`src/rtl/dc_cal_pkg.sv`:
```
// Shared types and constants for the DC-offset calibration loop.
// Latency: n/a (types, constants and a pure function only).
// Backpressure: n/a.
// Contents: loop state enum, code/step constants, and the conversion from the
// internal two's complement code to the DAC's sign-magnitude format.
package dc_cal_pkg;

    typedef enum logic [2:0] {
        IDLE,
        SETTLE,
        SAMPLE,
        UPDATE,
        DONE,
        TRACK
    } state_t;

    localparam int MAG_W     = 5;
    localparam int CODE_MAX  = 31;
    localparam int STEP_INIT = 16;

    // Zero always maps to +0. The internal code is clamped to +/-31, so the
    // negated magnitude always fits in MAG_W bits.
    function automatic logic [MAG_W:0] to_sign_mag(input logic signed [MAG_W:0] code);
        logic [MAG_W:0] neg;
        neg = -code;
        if (code[MAG_W]) begin
            return {1'b1, neg[MAG_W-1:0]};
        end
        return {1'b0, code[MAG_W-1:0]};
    endfunction

endpackage

```
`src/rtl/dc_cal_vote.sv`:
```
// Settle timer plus majority vote over 2**AVG_LOG2 valid comparator samples.
// Latency: SETTLE_CYCLES cycles of settling, then one cycle per valid sample.
// Backpressure: none; cycles with comp_valid=0 simply do not count.
// Ports: clk, reset (async, high); clear aborts everything; arm starts a fresh
// settle+sample round; settle_end / vote_done are high in the final cycle of
// each phase; vote_high / vote_tie hold the result until the next arm or clear.
module dc_cal_vote #(
    parameter int SETTLE_CYCLES = 16,
    parameter int AVG_LOG2      = 3
) (
    input  logic clk,
    input  logic reset,
    input  logic clear,
    input  logic arm,
    input  logic comp_valid,
    input  logic comp_high,
    output logic settle_end,
    output logic vote_done,
    output logic vote_high,
    output logic vote_tie
);

    localparam int N  = 1 << AVG_LOG2;
    localparam int CW = AVG_LOG2 + 1;   // tally must hold the value N

    logic [7:0]    settle_cnt;
    logic [CW-1:0] samp_cnt;
    logic [CW-1:0] tally;
    logic          settling;
    logic          sampling;

    // Final-cycle flags are combinational so the controller changes state on
    // the same edge that completes the phase, with no idle cycle in between.
    assign settle_end = settling && (settle_cnt == 8'(SETTLE_CYCLES - 1));
    assign vote_done  = sampling && comp_valid && (samp_cnt == CW'(N - 1));

    // Compare 2*tally against N so that a tie only exists when N is even.
    assign vote_high = ({tally, 1'b0} > (CW+1)'(N));
    assign vote_tie  = ({tally, 1'b0} == (CW+1)'(N));

    always_ff @(posedge clk or posedge reset) begin
        if (reset) begin
            settle_cnt <= '0;
            samp_cnt   <= '0;
            tally      <= '0;
            settling   <= 1'b0;
            sampling   <= 1'b0;
        end else if (clear) begin
            settle_cnt <= '0;
            samp_cnt   <= '0;
            tally      <= '0;
            settling   <= 1'b0;
            sampling   <= 1'b0;
        end else if (arm) begin
            settle_cnt <= '0;
            samp_cnt   <= '0;
            tally      <= '0;
            settling   <= 1'b1;
            sampling   <= 1'b0;
        end else if (settling) begin
            if (settle_end) begin
                settling <= 1'b0;
                sampling <= 1'b1;
            end else begin
                settle_cnt <= settle_cnt + 8'd1;
            end
        end else if (sampling && comp_valid) begin
            samp_cnt <= samp_cnt + CW'(1);
            tally    <= tally + CW'(comp_high);
            if (vote_done) begin
                sampling <= 1'b0;
            end
        end
    end

endmodule

```
`src/rtl/dc_offset_cal.sv`:
```
// DC-offset calibration: 5-step signed SAR on comparator votes, then optional +/-1 tracking.
// Latency: done 5*(SETTLE_CYCLES + samples + 1) + 1 cycles after start; current_dac lags code by one edge.
// Backpressure: none; comparator gaps (comp_valid=0) stretch the sample phase.
// Ports: clk, reset (async, high), start pulse, track_en, comp_valid/comp_high from
// the comparator, manual_en/manual_code override; current_dac sign-magnitude code, busy, done.
module dc_offset_cal
    import dc_cal_pkg::*;
#(
    parameter int SETTLE_CYCLES = 16,
    parameter int AVG_LOG2      = 3,
    parameter bit TRACK_DEFAULT = 1'b0
) (
    input  logic       clk,
    input  logic       reset,
    input  logic       start,
    input  logic       track_en,
    input  logic       comp_valid,
    input  logic       comp_high,
    input  logic       manual_en,
    input  logic [5:0] manual_code,
    output logic [5:0] current_dac,
    output logic       busy,
    output logic       done
);

    localparam logic signed [5:0] CODE_HI = 6'(CODE_MAX);
    localparam logic signed [5:0] CODE_LO = 6'(-CODE_MAX);

    state_t            state;
    logic signed [5:0] code;
    logic [4:0]        step;
    logic              tracking;   // current round ends in TRACK rather than UPDATE
    logic              track_q;
    logic              clear;
    logic              arm;
    logic              settle_end;
    logic              vote_done;
    logic              vote_high;
    logic              vote_tie;

    dc_cal_vote #(
        .SETTLE_CYCLES (SETTLE_CYCLES),
        .AVG_LOG2      (AVG_LOG2)
    ) u_vote (
        .clk        (clk),
        .reset      (reset),
        .clear      (clear),
        .arm        (arm),
        .comp_valid (comp_valid),
        .comp_high  (comp_high),
        .settle_end (settle_end),
        .vote_done  (vote_done),
        .vote_high  (vote_high),
        .vote_tie   (vote_tie)
    );

    // Arm the voter on exactly the edges where the FSM below enters SETTLE.
    always_comb begin
        clear = manual_en;
        arm   = 1'b0;
        if (!manual_en) begin
            case (state)
                IDLE:    arm = start;
                UPDATE:  arm = (step != 5'd1);
                DONE:    arm = (start && !busy) || track_q;
                TRACK:   arm = track_q;
                default: arm = 1'b0;
            endcase
        end
    end

    always_ff @(posedge clk or posedge reset) begin
        if (reset) begin
            state       <= IDLE;
            code        <= '0;
            step        <= 5'(STEP_INIT);
            tracking    <= 1'b0;
            track_q     <= TRACK_DEFAULT;
            busy        <= 1'b0;
            done        <= 1'b0;
            current_dac <= '0;
        end else begin
            track_q     <= track_en;
            current_dac <= manual_en ? manual_code : to_sign_mag(code);
            if (manual_en) begin
                state    <= IDLE;
                code     <= '0;
                step     <= 5'(STEP_INIT);
                tracking <= 1'b0;
                busy     <= 1'b0;
                done     <= 1'b0;
            end else begin
                case (state)
                    IDLE: begin
                        if (start) begin
                            code     <= '0;
                            step     <= 5'(STEP_INIT);
                            tracking <= 1'b0;
                            busy     <= 1'b1;
                            done     <= 1'b0;
                            state    <= SETTLE;
                        end
                    end
                    SETTLE: begin
                        if (settle_end) state <= SAMPLE;
                    end
                    SAMPLE: begin
                        if (vote_done) state <= tracking ? TRACK : UPDATE;
                    end
                    UPDATE: begin
                        // A tie resolves upward during the SAR phase.
                        if (vote_high) code <= code - $signed({1'b0, step});
                        else           code <= code + $signed({1'b0, step});
                        step  <= step >> 1;
                        state <= (step == 5'd1) ? DONE : SETTLE;
                    end
                    DONE: begin
                        done <= 1'b1;
                        // The first DONE cycle still has busy=1, so a start
                        // landing there is treated as arriving while busy.
                        if (start && !busy) begin
                            code     <= '0;
                            step     <= 5'(STEP_INIT);
                            tracking <= 1'b0;
                            busy     <= 1'b1;
                            done     <= 1'b0;
                            state    <= SETTLE;
                        end else if (track_q) begin
                            busy     <= 1'b1;
                            tracking <= 1'b1;
                            state    <= SETTLE;
                        end else begin
                            busy <= 1'b0;
                        end
                    end
                    TRACK: begin
                        if (vote_high && code != CODE_LO) begin
                            code <= code - 6'sd1;
                        end else if (!vote_high && !vote_tie && code != CODE_HI) begin
                            code <= code + 6'sd1;
                        end
                        state <= track_q ? SETTLE : DONE;
                    end
                    default: state <= IDLE;
                endcase
            end
        end
    end

endmodule
```
`config.mk`:
```
export PLATFORM = sky130hd
export DESIGN_NAME = dc_offset_cal
export DESIGN_NICKNAME = d
export VERILOG_FILES = /design/src/rtl/dc_cal_pkg.sv /design/src/rtl/dc_cal_vote.sv /design/src/rtl/dc_offset_cal.sv
export SDC_FILE = /design/constraint.sdc
export NUM_CORES = 1
export LEC_CHECK = 0
export ABC_AREA = 1
export CAP_MARGIN = 20
export CELL_PAD_IN_SITES_DETAIL_PLACEMENT = 1
export CELL_PAD_IN_SITES_GLOBAL_PLACEMENT = 2
export CORE_ASPECT_RATIO = 1.4
export CORE_MARGIN = 2
export CORE_UTILIZATION = 30
export CTS_CLUSTER_DIAMETER = 50
export DETAILED_ROUTE_END_ITERATION = 6
export PLACE_DENSITY_LB_ADDON = 0.1
export SLEW_MARGIN = 20
export SYNTH_ARGS = -nofsm -noshare
export SYNTH_HDL_FRONTEND = slang
export SYNTH_HIERARCHICAL = 1
export SYNTH_SLANG_ARGS = --single-unit
```
`constraint.sdc`:
```
create_clock -name clk -period 3 [get_ports clk]
set_input_delay 0.6 -clock clk [delete_from_list [all_inputs] [get_ports clk]]
set_output_delay 0.6 -clock clk [all_outputs]
set_load 0.02 [all_outputs]
```
==> results of run 1 <==
==> cell type report <==
cell class | instances | area (µm²)
Timing Repair Buffer | 24 | 230
Multi-Input combinational cell | 256 | 1400
Inverter | 52 | 199
Fill cell | 1078 | 5400
Clock inverter | 3 | 68.8
Sequential cell | 42 | 1050
Clock buffer | 5 | 125
Tap cell | 105 | 131
==> state kept, by name, indices dropped and copies added, names as in the netlist <==
signal	flops
u_vote/settling	1
current_dac	6
tracking	1
done	1
track_q	1
u_vote/sampling	1
u_vote/samp_cnt	4
u_vote/tally	4
state	3
busy	1
code	6
u_vote/settle_cnt	8
step	5
==> power breakdown <==
part	leakage (nW)	switching (mW)	internal, mW
Sequential	0.569	0.0512	0.605
Combinational	0.908	0.301	0.174
Clock	0.0940	0.243	0.479
Total	1.57	0.595	1.26
==> final timing paths <==
| check | endpoint | from | depth (start not counted) |
|---|---|---|---|
| worst max-delay path | code[4]$_DFFE_PP0P_ | u_vote/tally[0]$_DFFE_PP0P_ | 15 |
| worst min-delay path | done$_DFFE_PP0P_ | done$_DFFE_PP0P_ | 2 |
| worst max register to register | code[4]$_DFFE_PP0P_ | u_vote/tally[0]$_DFFE_PP0P_ | 15 |
| min in group asynchronous | current_dac[2]$_DFF_PP0_ | reset | 3 |
| worst min register to register | done$_DFFE_PP0P_ | done$_DFFE_PP0P_ | 2 |
| max in group asynchronous | u_vote/settle_cnt[5]$_DFFE_PP0P_ | reset | 2 |
==> cells in the mapped netlist, drive strengths merged (3+ instances only) <==
cell type	number
a21oi	15
dfrtp	41
ha	14
inv	51
nand2	91
nand3	30
nand4	5
nor2	47
nor3	4
o21ai	29
o22ai	6
xor2	3
==> cells by family after synthesis <==
group / Yosys count / synth area share (%)
AO/OA/AOI/OAI: 53 / 11.4
XOR/XNOR: 5 / 1.64
adder cells (fa/ha/maj): 15 / 7.31
buffers and inverters: 55 / 7.97
flip-flops: 42 / 39.4
AND/OR/NAND/NOR: 183 / 32.2
==> worst max-delay path, delay by kind of cell, from the launching register on <==
family | cells | cell delay, ps
AO/OA/AOI/OAI | 3 | 390
XOR/XNOR | 1 | 130
adder cells (fa/ha/maj) | 1 | 380
buffers and inverters | 4 | 410
flip-flops | 1 | 410
AND/OR/NAND/NOR | 6 | 600
==> per-layer routing <==
| layer | global-route usage, % | vias to the layer above | part of all wire, % |
|---|---|---|---|
| met5 | 0 | - | 0 |
| met4 | 6.34 | 0 | 1.4 |
| met3 | 2.35 | 7 | 1.6 |
| met2 | 30.7 | 13 | 55 |
| met1 | 16.5 | 1136 | 42 |
| li1 | - | 1191 | - |
==> stage by stage <==
step / setup WS, ps / instances / hold WS (ps) / area (µm²) / util, %
2_1_floorplan: 929 / 353 / 465 / 2670 / -
3_3_place_gp: 455 / 479 / 467 / 3020 / 35.0
3_5_place_dp: 405 / 479 / 462 / 3020 / 35.0
4_1_cts: 502 / 487 / 478 / 3210 / 37.3
5_1_grt: 344 / 487 / 516 / 3210 / 37.3
6_report: 559 / 487 / 476 / 3210 / 37.3
==> metrics.cfg, run 1 <==
[status]
status = finished, final reports clean

[die]
die_h_um = 116
start_util_pct = 31.0
io_pins = 21
core_um2 = 8610
fp.dieArea_um2 = 9680
std_cell_rows = 40
fp.dieW_um = 83.7

[placement]
portBuffers = 20
dpl.hpwl_mm = 5.63
globalplace.congestion = 0.764

[timing]
period_minus_slack_ps = 2440
fmaxAchievable_mhz = 410
finClkSkew_ps = 5.32
slew_violations = 0
tns_ps = 0
setup-violations-final = 0
period_share_pct = 81.4
rsz0062_at_grt = no
tightestPinTransition_ps = 732
hold_viol = 0
slew_headroom_pct = 51.2

[pwr]
p_leak_nw = 1.57
finalPower_mw = 1.85
ir_worst_vdd_uv = 235
power_density_nw_per_um2 = 577

[clocking]
clock_path_buffers = 2
clock_latency_ps = 290
cts-root-buf = clkbuf_16
cts_setup_buffers = 0
cts_hold_buf = 0
htreeDepth = 2
cts_buffers = 5
cts_tree = yes
clk_transition_reported_paths_ps = 70
cts_resized = 0
cts.sinks = 42

[drt]
dr.pass1.iters = 4
drc = 0
ant_nets = 0
via_per_inst = 4.82
wirelength_mm = 7.04
dr.first_iter.drc_count = 83
dr_total_vias = 2347
wl_per_cell_um = 14.5

[synth]
postSynth.asyncResetShare_pct = 100
ys_types = 37
synth_nets = 381
syn_avg_cell_area_um2 = 7.56
synth_top_area_share_pct = 38.4
synth_area_leader_cell = dfrtp_1
synth.area.top_cells = dfrtp_1, nand2_1, ha_1
syn_inst = 353
yosysSeqAreaShare_pct = 39.4
synth_area_um2 = 2670
synth-seq-cells = 42
yosys_warnings = 6
ys.flop_type = dfrtp_1
synth-edff-count = 0

[final_layout]
antenna_cells = 0
area_growth_pct = 20.3
final_nets = 409
layout_common_cells = nand2_1, inv_1, dfrtp_1
final_common_cell = nand2_1
drive_gt1_share_pct = 12.8

[worst_hold_path]
worst_hold_path_type = reg -> reg

[worst_setup_path]
crit_fanout = 6
critPathRequiredTime_ps = 3190
slowest_stage = dfrtp_1
endpoint_kind = flop
slowest_delay_ps = 410
cp-start-kind = flop
crit_top_cell = nand2_1
crit_chain = o21ai_0, nand2_1, inv_1, o211ai_1, nand2_1, inv_1, fa_1, inv_1, nand2_1, nand2_1, a21oi_1, xor2_1, inv_1, nand2_1, nand2_1
worstPathArrival_ps = 2630
r2r_slack_ps = 560
crit_type = reg -> reg

[global_route]
grt_use_total_pct = 15.6
grt_max_degree = 25
grt_antenna_before_repair = 0
grt-ovfl-total = 0
grt_first_pass_wirelength_mm = 12.0
first_global_vias = 2558

[job]
cap_viol_max_count = 0

No activity file was read; power rests on OpenSTA's default activity.
==> run 2, diff against run 1 <==
Clock period 3 ns to 2.3 ns, I/O delays scaled along.
==> run 2 against run 1 <==
Combinational power rose by 52%. Total power up 36%. Sequential share of layout area decreased by 2.3 points. Clock skew up 2.4 ps. Sequential cell count did not move. Largest cell class unchanged. Largest power group unchanged. Highest routed layer unchanged.
==> metrics.cfg, run 2 (synthesis results as in run 1) <==
[global_route]
grt_max_degree = 25
grt-ovfl-total = 0
first_global_vias = 2686
grt_use_total_pct = 17.1
grt_antenna_before_repair = 0
grt_first_pass_wirelength_mm = 12.8

[worst_setup_path]
r2r_slack_ps = 180
r2r-start = state[0]$_DFFE_PP0P_
rr_worst_depth = 13
crit_fanout = 7
worstPathArrival_ps = 2300
critPathRequiredTime_ps = 2480
reg2reg_to = code[4]$_DFFE_PP0P_
endpoint_kind = flop
cp-start-kind = flop
crit_type = reg -> reg

[drt]
drc = 0
wl_per_cell_um = 14.7
wirelength_mm = 7.61
dr.first_iter.drc_count = 59
ant_nets = 0
via_per_inst = 4.82
dr.pass1.iters = 4
dr_total_vias = 2492

[timing]
hold_viol = 0
rsz0062_at_grt = no
setup_ws_ps = 176
slew_violations = 0
period_share_pct = 92.4
period_minus_slack_ps = 2120
finClkSkew_ps = 7.75
fmaxAchievable_mhz = 471
setup-violations-final = 0
slew_headroom_pct = 74.5
tightestPinTransition_ps = 382
hold_ws_ps = 474

[clocking]
cts_tree = yes
cts.sinks = 42
cts_buffers = 5
clock_latency_ps = 290
clk_transition_reported_paths_ps = 60
htreeDepth = 2
cts-root-buf = clkbuf_16
cts_hold_buf = 0
clock_path_buffers = 2

[die]
start_util_pct = 31.0
fp.dieArea_um2 = 9680
die_h_um = 116
std_cell_rows = 40
fp.dieW_um = 83.7
io_pins = 21
core_um2 = 8610

[placement]
globalplace.congestion = 0.765
portBuffers = 20
dpl.hpwl_mm = 6.03
pre_cts_ws_ps = -197

[final_layout]
final_nets = 439
antenna_cells = 0
regMostFlops = u_vote/settle_cnt
largest_reg_flops = 8
regArea_um2 = 1050
drive_gt1_share_pct = 21.1
final_common_cell = nand2_1
multi_input_area_um2 = 1420
layout_common_cells = nand2_1, dfrtp_1, inv_1
reg_top3 = u_vote/settle_cnt (8), code (6), current_dac (6)
fill_cells = 1091
final_util_pct = 40.2
area_growth_pct = 29.5

[pwr]
finalPower_mw = 2.53
power_density_nw_per_um2 = 731
p_leak_nw = 1.72
ir_worst_vdd_uv = 303

[worst_hold_path]
worstHoldStart = done$_DFFE_PP0P_
hold_depth = 2
worst_hold_path_type = reg -> reg
holdPathEnd = done$_DFFE_PP0P_

[status]
status = finished, final reports clean

[job]
cap_viol_max_count = 0

-- run 2: routing by layer --
metal | global-route usage, % | up-vias | routed length, µm
met2 | 33.4 | 11 | 4180
met4 | 5.81 | 0 | 116
met1 | 18.0 | 1223 | 3170
met5 | 0 | - | 0
li1 | - | 1251 | -
met3 | 3.77 | 7 | 141
-- run 2: through the flow --
stage	cell area (µm²)	setup TNS, ps	std cells
finish	3460	0	517
global placement	3230	-1430	508
global route	3460	0	517
detailed placement	3230	-1530	508
floorplan	2670	0	353
CTS	3440	0	516
-- run 2: critical path: stages, from the launching register on --
cell and delay [ps]:
dfrtp_1 450, nand3_2 130, buf_4 160, nand2_1 90, ha_1 240, fa_1 370
inv_1 80, nand2_1 60, nand2_1 80, a21oi_2 60, xor2_1 130, inv_1 50
nand2_1 60, nand2_1 50
-- run 2: layout make-up --
| class | instances | area share, % |
|---|---|---|
| Timing Repair Buffer | 54 | 13.2 |
| Clock inverter | 2 | 1.74 |
| Sequential cell | 42 | 30.4 |
| Clock buffer | 6 | 4.02 |
| Multi-Input combinational cell | 256 | 41.1 |
| Inverter | 52 | 5.75 |
| Tap cell | 105 | 3.80 |
-- run 2: how the worst max path moves through the flow --
stage / startpoint / endpoint / slack, ps / cells after the start
floorplan: code[1]$_DFFE_PP0P_ / code[4]$_DFFE_PP0P_ / 230 / 17
CTS: u_vote/tally[0]$_DFFE_PP0P_ / code[4]$_DFFE_PP0P_ / 3 / 12
global route: step[1]$_DFFE_PP0P_ / code[5]$_DFFE_PP0P_ / 3 / 12
finish: state[0]$_DFFE_PP0P_ / code[4]$_DFFE_PP0P_ / 180 / 13
global placement: start / u_vote/settle_cnt[4]$_DFFE_PP0P_ / -200 / 13
detailed placement: start / u_vote/settle_cnt[0]$_DFFE_PP0P_ / -200 / 13
-- run 2: power by group --
group | internal (mW) | leakage [nW] | switching, mW
Clock | 0.652 | 0.0971 | 0.306
Combinational | 0.292 | 1.06 | 0.431
Sequential | 0.789 | 0.569 | 0.0557
Total | 1.73 | 1.72 | 0.793
-- run 2: what timing repair did --
action	in CTS	in global routing
setup endpoints to repair	1	8
setup buffers	0	1
pin swaps	0	3
resized for setup	1	9
